[config.mk]
export PLATFORM = sky130hd
export DESIGN_NAME = sync_rom_64x8
export DESIGN_NICKNAME = d
export VERILOG_FILES = /design/src/rtl/sync_rom_pkg.sv /design/src/rtl/sync_rom_64x8_rom_table.sv /design/src/rtl/sync_rom_64x8.sv
export SDC_FILE = /design/constraint.sdc
export NUM_CORES = 1
export LEC_CHECK = 0
export ABC_AREA = 1
export BUFFER_PORTS_ARGS = -buffer_cell sky130_fd_sc_hd__buf_2
export CORE_MARGIN = 1.5
export CORE_UTILIZATION = 51
export CTS_CLUSTER_DIAMETER = 40
export DETAILED_ROUTE_END_ITERATION = 6
export GPL_ROUTABILITY_DRIVEN = 0
export GPL_TIMING_DRIVEN = 0
export PLACE_DENSITY = 0.76
export SYNTH_ARGS = -nofsm -noshare
export SYNTH_HDL_FRONTEND = slang
export SYNTH_SLANG_ARGS = --single-unit
[constraint.sdc]
create_clock -name clk -period 0.8 [get_ports clk]
set_input_delay 0.16 -clock clk [delete_from_list [all_inputs] [get_ports clk]]
set_output_delay 0.16 -clock clk [all_outputs]
set_load 0.05 [all_outputs]
[src/rtl/sync_rom_pkg.sv]
// Shared definitions for the 64x8 constant lookup ROM: geometry, content rule
// and the reference content function.
package sync_rom_pkg;

   localparam int unsigned ADDR_W     = 6;
   localparam int unsigned DATA_W     = 8;
   localparam int unsigned DEPTH      = 2 ** ADDR_W;
   localparam int unsigned ROM_MULT   = 37;
   localparam int unsigned ROM_OFFSET = 11;

   // Headroom so MULT*addr + OFFSET never overflows before the intended wrap
   localparam int unsigned WIDE_W     = DATA_W + ADDR_W;

   typedef logic [ADDR_W-1:0] addr_t;
   typedef logic [DATA_W-1:0] data_t;

   // word[a] = (ROM_MULT*a + ROM_OFFSET) mod 2**DATA_W
   function automatic data_t rom_word(input addr_t a);
      logic [WIDE_W-1:0] wide;
      wide = WIDE_W'(ROM_MULT) * WIDE_W'(a) + WIDE_W'(ROM_OFFSET);
      return DATA_W'(wide);
   endfunction

endpackage

[src/rtl/sync_rom_64x8_rom_table.sv]
// Pure combinational address -> word lookup for the 64x8 ROM, written out as
// an explicit table so it maps to plain LUT logic.
module rom_table
   import sync_rom_pkg::*;
(
   input  logic [ADDR_W-1:0] address,
   output logic [DATA_W-1:0] word_c
);

   // Entries follow (37*a + 11) mod 256
   always_comb begin
      word_c = '0;
      case (address)
         6'd0:  word_c = 8'h0B;
         6'd1:  word_c = 8'h30;
         6'd2:  word_c = 8'h55;
         6'd3:  word_c = 8'h7A;
         6'd4:  word_c = 8'h9F;
         6'd5:  word_c = 8'hC4;
         6'd6:  word_c = 8'hE9;
         6'd7:  word_c = 8'h0E;
         6'd8:  word_c = 8'h33;
         6'd9:  word_c = 8'h58;
         6'd10: word_c = 8'h7D;
         6'd11: word_c = 8'hA2;
         6'd12: word_c = 8'hC7;
         6'd13: word_c = 8'hEC;
         6'd14: word_c = 8'h11;
         6'd15: word_c = 8'h36;
         6'd16: word_c = 8'h5B;
         6'd17: word_c = 8'h80;
         6'd18: word_c = 8'hA5;
         6'd19: word_c = 8'hCA;
         6'd20: word_c = 8'hEF;
         6'd21: word_c = 8'h14;
         6'd22: word_c = 8'h39;
         6'd23: word_c = 8'h5E;
         6'd24: word_c = 8'h83;
         6'd25: word_c = 8'hA8;
         6'd26: word_c = 8'hCD;
         6'd27: word_c = 8'hF2;
         6'd28: word_c = 8'h17;
         6'd29: word_c = 8'h3C;
         6'd30: word_c = 8'h61;
         6'd31: word_c = 8'h86;
         6'd32: word_c = 8'hAB;
         6'd33: word_c = 8'hD0;
         6'd34: word_c = 8'hF5;
         6'd35: word_c = 8'h1A;
         6'd36: word_c = 8'h3F;
         6'd37: word_c = 8'h64;
         6'd38: word_c = 8'h89;
         6'd39: word_c = 8'hAE;
         6'd40: word_c = 8'hD3;
         6'd41: word_c = 8'hF8;
         6'd42: word_c = 8'h1D;
         6'd43: word_c = 8'h42;
         6'd44: word_c = 8'h67;
         6'd45: word_c = 8'h8C;
         6'd46: word_c = 8'hB1;
         6'd47: word_c = 8'hD6;
         6'd48: word_c = 8'hFB;
         6'd49: word_c = 8'h20;
         6'd50: word_c = 8'h45;
         6'd51: word_c = 8'h6A;
         6'd52: word_c = 8'h8F;
         6'd53: word_c = 8'hB4;
         6'd54: word_c = 8'hD9;
         6'd55: word_c = 8'hFE;
         6'd56: word_c = 8'h23;
         6'd57: word_c = 8'h48;
         6'd58: word_c = 8'h6D;
         6'd59: word_c = 8'h92;
         6'd60: word_c = 8'hB7;
         6'd61: word_c = 8'hDC;
         6'd62: word_c = 8'h01;
         6'd63: word_c = 8'h26;
      endcase
   end

endmodule

[src/rtl/sync_rom_64x8.sv]
// 64x8 synchronous ROM: combinational table lookup followed by a single
// output register with asynchronous active-low clear.
module sync_rom_64x8
   import sync_rom_pkg::*;
(
   input  logic              clk,
   input  logic              rst_n,
   input  logic [ADDR_W-1:0] address,
   output logic [DATA_W-1:0] data
);

   logic [DATA_W-1:0] word_c;

   rom_table u_rom_table (
      .address (address),
      .word_c  (word_c)
   );

   // One-cycle read latency; reset clears the output without a clock
   always_ff @(posedge clk or negedge rst_n) begin
      if (!rst_n) data <= '0;
      else        data <= word_c;
   end

endmodule

# ---- Word level (Yosys, flattened, before mapping)
# Memory sizes are Yosys's and may differ from the RTL's. A register that Yosys moved wholly into a read port is not among the register bits.
# Cells that the tools add are included.
dict set report totals {
  ff_bits 0
  romBits 512
  input_bits 8
  out_inout_bits 8
  word_cells 2
  n_memories 1
}
# name words width read_ports rd_ports_with_merged_regs write_ports line_no
set mem_list {}
lappend mem_list {{(name not given)} 64 8 1 1 0 sync_rom_64x8_rom_table.sv:13} ;# case (address)
dict set report op_classes {
  reduce_logical 1
}
# op count
set ops {}
lappend ops {{logical NOT 1 bit} 1}

# ---- Logic depth before layout (Yosys ltp)
dict set report depth {
  depth_word 1
  ltp_mapped 10
  depth_no_buf 10
}

# ---- Modules after synthesis
# A second synthesis with hierarchy kept.
dict set report hier_totals {
  hier_cells 97
  hier_area_um2 675.6
}
# module instances cells_each area_per_inst_um2 seq_area_each_um2
set by_module_without_submodules {}
lappend by_module_without_submodules {rom_table 1 89 475.5 0.0}
lappend by_module_without_submodules {sync_rom_64x8 1 8 200.2 200.2}

# ---- Worst setup path before layout
# OpenSTA, ideal clock, no wires.
dict set report synth_timing {
  path_type {in2reg}
  startpoint {input address[0]}
  endpoint {register data[5]}
  setup_ps 116
  arrival_time_ps 988
  required_time_ps 684
  path_slack_ps -305
  cell_stages 8
  n_path_buf 0
  path_cell_list {inv_1 ha_1 inv_1 nand2_1 nand3_1 nand3_1 nand3_1 nand2_1}
}
# element line_no
set synth_rtl {}
lappend synth_rtl {{from (decl)} sync_rom_64x8.sv:8} ;# input logic [ADDR_W-1:0] address,
lappend synth_rtl {{to (decl)} sync_rom_64x8.sv:9} ;# output logic [DATA_W-1:0] data

# ---- Worst setup path in the final report
dict set report layout_timing {
  startpoint {register data[3]}
  endpoint {output data[3]}
}
# No word-level cell between the ends.

==> results_dict.tcl <==
set metrics [dict create \
    status "complete, but fails checks" \
    violations "negative setup slack" \
    global_route.usage.total 0.239 \
    cpMaxStageDelayCell "sky130_fd_sc_hd__dfrtp_1" \
    power.switching_fraction 0.388 \
    setup_viol 13 \
    hold_depth 3 \
    worst_ep_arrival_time_ns 0.78 \
    count_of_buffers_inserted_at_the_top_level_ports 13 \
    crit_buf_inv 1 \
    initialDrtViolationCount 29 \
    synth.cell_area_sq_um 676 \
    fillCellCount 65 \
    seq_area_frac_synth 0.296 \
    register_containing_the_most_flip_flops_in_the_final_layout "data" \
    crit_path_largest_cell_delay_ns 0.37 \
    vias_per_cell 5.05 \
    drt-pass1-iter-count 4 \
    sequential_cell_area_sq_um 200 \
    detailed_place_hpwl_mm 1.05 \
    die_w_um 39.4 \
    synth_top_area_cell "sky130_fd_sc_hd__dfrtp_1" \
    h_tree_lvl_count 1 \
    worst_setup_hold_path_clk_slew_ns 0.06 \
    layout.cells.non_filler 131 \
    timing.final.hold_violations 0 \
    tightest_slew_ns 0.176 \
    grt_pass1_wl_mm 2.48 \
    finalWirelength_mm 1.55 \
    placedCellCount 123 \
    rsz0062_at_grt "true" \
    tritoncts "built" \
    power_density_nw_per_um2 1490 \
    crit_family "flip-flops" \
    synth_top_area_share 0.296 \
    grt-ovfl-total 0 \
    wl_per_cell_um 11.8 \
    final_antenna_net_count 0 \
    clkPwrFrac 0.220 \
    final_cell_mix "sky130_fd_sc_hd__nand2_1, sky130_fd_sc_hd__nand3_1, sky130_fd_sc_hd__buf_6, sky130_fd_sc_hd__nand3_2, sky130_fd_sc_hd__dfrtp_1" \
    combinationalPowerShare 0.449 \
    power.static_leakage_nw 0.517 \
    multi_input_comb_area_sq_um 438 \
    pwr-share-seq 0.332 \
    post-route-period-util 1.17 \
    largest_register_ff_count 8 \
    worst_hold_path.endpoint "data[5]" \
    worstPathMaxFanout 1 \
    power.ir.vdd_worst_v 0.000588 \
    num_io_pins 16 \
    post_route_cells_drive_above_1_share 0.402 \
    first_global_vias 576 \
    setup_total_negative_slack_ns -1.35 \
    cts_buffer_depth 2 \
    hold_path_class "primary input to flip-flop" \
    finalHoldWorstSlack_ns 0.184 \
    fp.dieH_um 39.4 \
    nNetsFinal 132 \
    grt_max_degree 11 \
    critical_path_class "flip-flop to output port" \
    number_of_clock_buffers_inserted_by_tritoncts 3 \
    final_max_slew_viol_count 0 \
    power.internal_w 0.000864 \
    fin_ws_ns -0.139 \
    initial_antenna_violation_count 0 \
    setup.worst_path.start "data[3]" \
    growth_of_design_area_from_synthesis_to_finish_pct 39.8 \
    synth_nets 109 \
    cts_sinks 8 \
    die_area_sq_um 1550 \
    crit_path_end_kind "output port" \
    core_area_sq_um 1170 \
    setup.worst_path.start_class "flip-flop" \
    drt_drc_violations_left 0 \
    cts-root-buf "sky130_fd_sc_hd__clkbuf_4" \
    number_of_library_cell_types_mapped_by_synthesis 15 \
    timing.final.crit_period_ns 0.939 \
    worstHoldStart "address[5]" \
    layout_top_registers "data (8)" \
    ys.warnings.count 0 \
    initial_utilization 0.577 \
    yosys-top-cells-area "sky130_fd_sc_hd__dfrtp_1, sky130_fd_sc_hd__nand2_1, sky130_fd_sc_hd__nand3_1" \
    vias 662 \
    count_of_maximum_capacitance_violations 0 \
    critical_path.cell_chain "buf_6" \
    cp_data_required_time_ns 0.64 \
    post_synth_inst_count 96 \
    insertedDiodeCount 0 \
    fmaxAchievable_ghz 1.06 \
    total_switching_power_w 0.000548 \
    num_rows 12 \
    post_synth.cell_area_avg_sq_um 7.04 \
    mostFrequentLayoutCell "sky130_fd_sc_hd__nand2_1" \
    synth-seq-cells 8 \
    maxSlewHeadroom 0.882 \
]
## per-layer routing
layer	GRT usage	up-vias	routed length [um]
li1	-	344	-
met1	0.300	285	679
met2	0.400	31	757
met3	0.0170	2	100
met4	0.129	0	16
met5	0	-	0
## synth_stat cells, drive strengths merged
| library cell | n |
|---|---|
| nand2 | 43 |
| nand3 | 22 |
| inv | 11 |
| dfrtp | 8 |
| ha | 5 |
| buf | 3 |
| a21oi | 2 |
| bufinv | 1 |
| xor2 | 1 |
## power groups by stage
stage	clock network, W	logic (W)	registers [W]
after floorplan	0	0.000240	0.000625
after global placement	0	0.000511	0.000462
after detailed placement	0	0.000517	0.000464
after CTS	0.000299	0.000607	0.000468
after global routing	0.000346	0.000683	0.000472
final	0.000310	0.000633	0.000468
## area by class of cell
| type | count | share of cell area |
|---|---|---|
| Multi-Input combinational cell | 73 | 0.464 |
| Sequential cell | 8 | 0.212 |
| Timing Repair Buffer | 18 | 0.175 |
| Inverter | 12 | 0.0715 |
| Buffer | 3 | 0.0358 |
| Clock buffer | 3 | 0.0238 |
| Tap cell | 14 | 0.0185 |
## how the worst max path moves through the flow
stage               slack (ns)  cells past startpoint      end
floorplan                -0.24                      9  data[6]
global placement         -0.54                     10  data[6]
detailed placement       -0.57                     10  data[5]
CTS                      -0.14                      1  data[1]
global route             -0.20                     11  data[5]
finish                   -0.14                      1  data[3]
## cells by family (layout without fill, tap and decap cells)
group / after synthesis / in the layout / synth area share
simple gates: 65 / 65 / 0.443
buf+inv: 15 / 36 / 0.141
flops: 8 / 8 / 0.296
fa+ha+maj: 5 / 5 / 0.0926
compound gates: 2 / 2 / 0.0148
xor+xnor: 1 / 1 / 0.0130
## timing repair
action / in CTS / in global routing
hold buffers: 1 / 0
pin swaps: 4 / 1
buffers inserted: 3 / 1
setup endpoints to repair: 13 / 13
gates resized for setup: 24 / 4
gates cloned: 0 / 0
endpoints found under the hold margin: 8 / 0
## through the flow
stage | instance area, sq um | utilization | setup WS (ns) | total power (W)
6_report | 945 | 0.807 | -0.139 | 0.00141
5_1_grt | 945 | 0.807 | -0.196 | 0.00150
4_1_cts | 922 | 0.787 | -0.135 | 0.00137
3_5_place_dp | 790 | 0.674 | -0.569 | 0.000980
3_3_place_gp | 790 | 0.674 | -0.545 | 0.000974
2_1_floorplan | 707 | - | -0.239 | 0.000865
(Power assumes the default switching activity.)
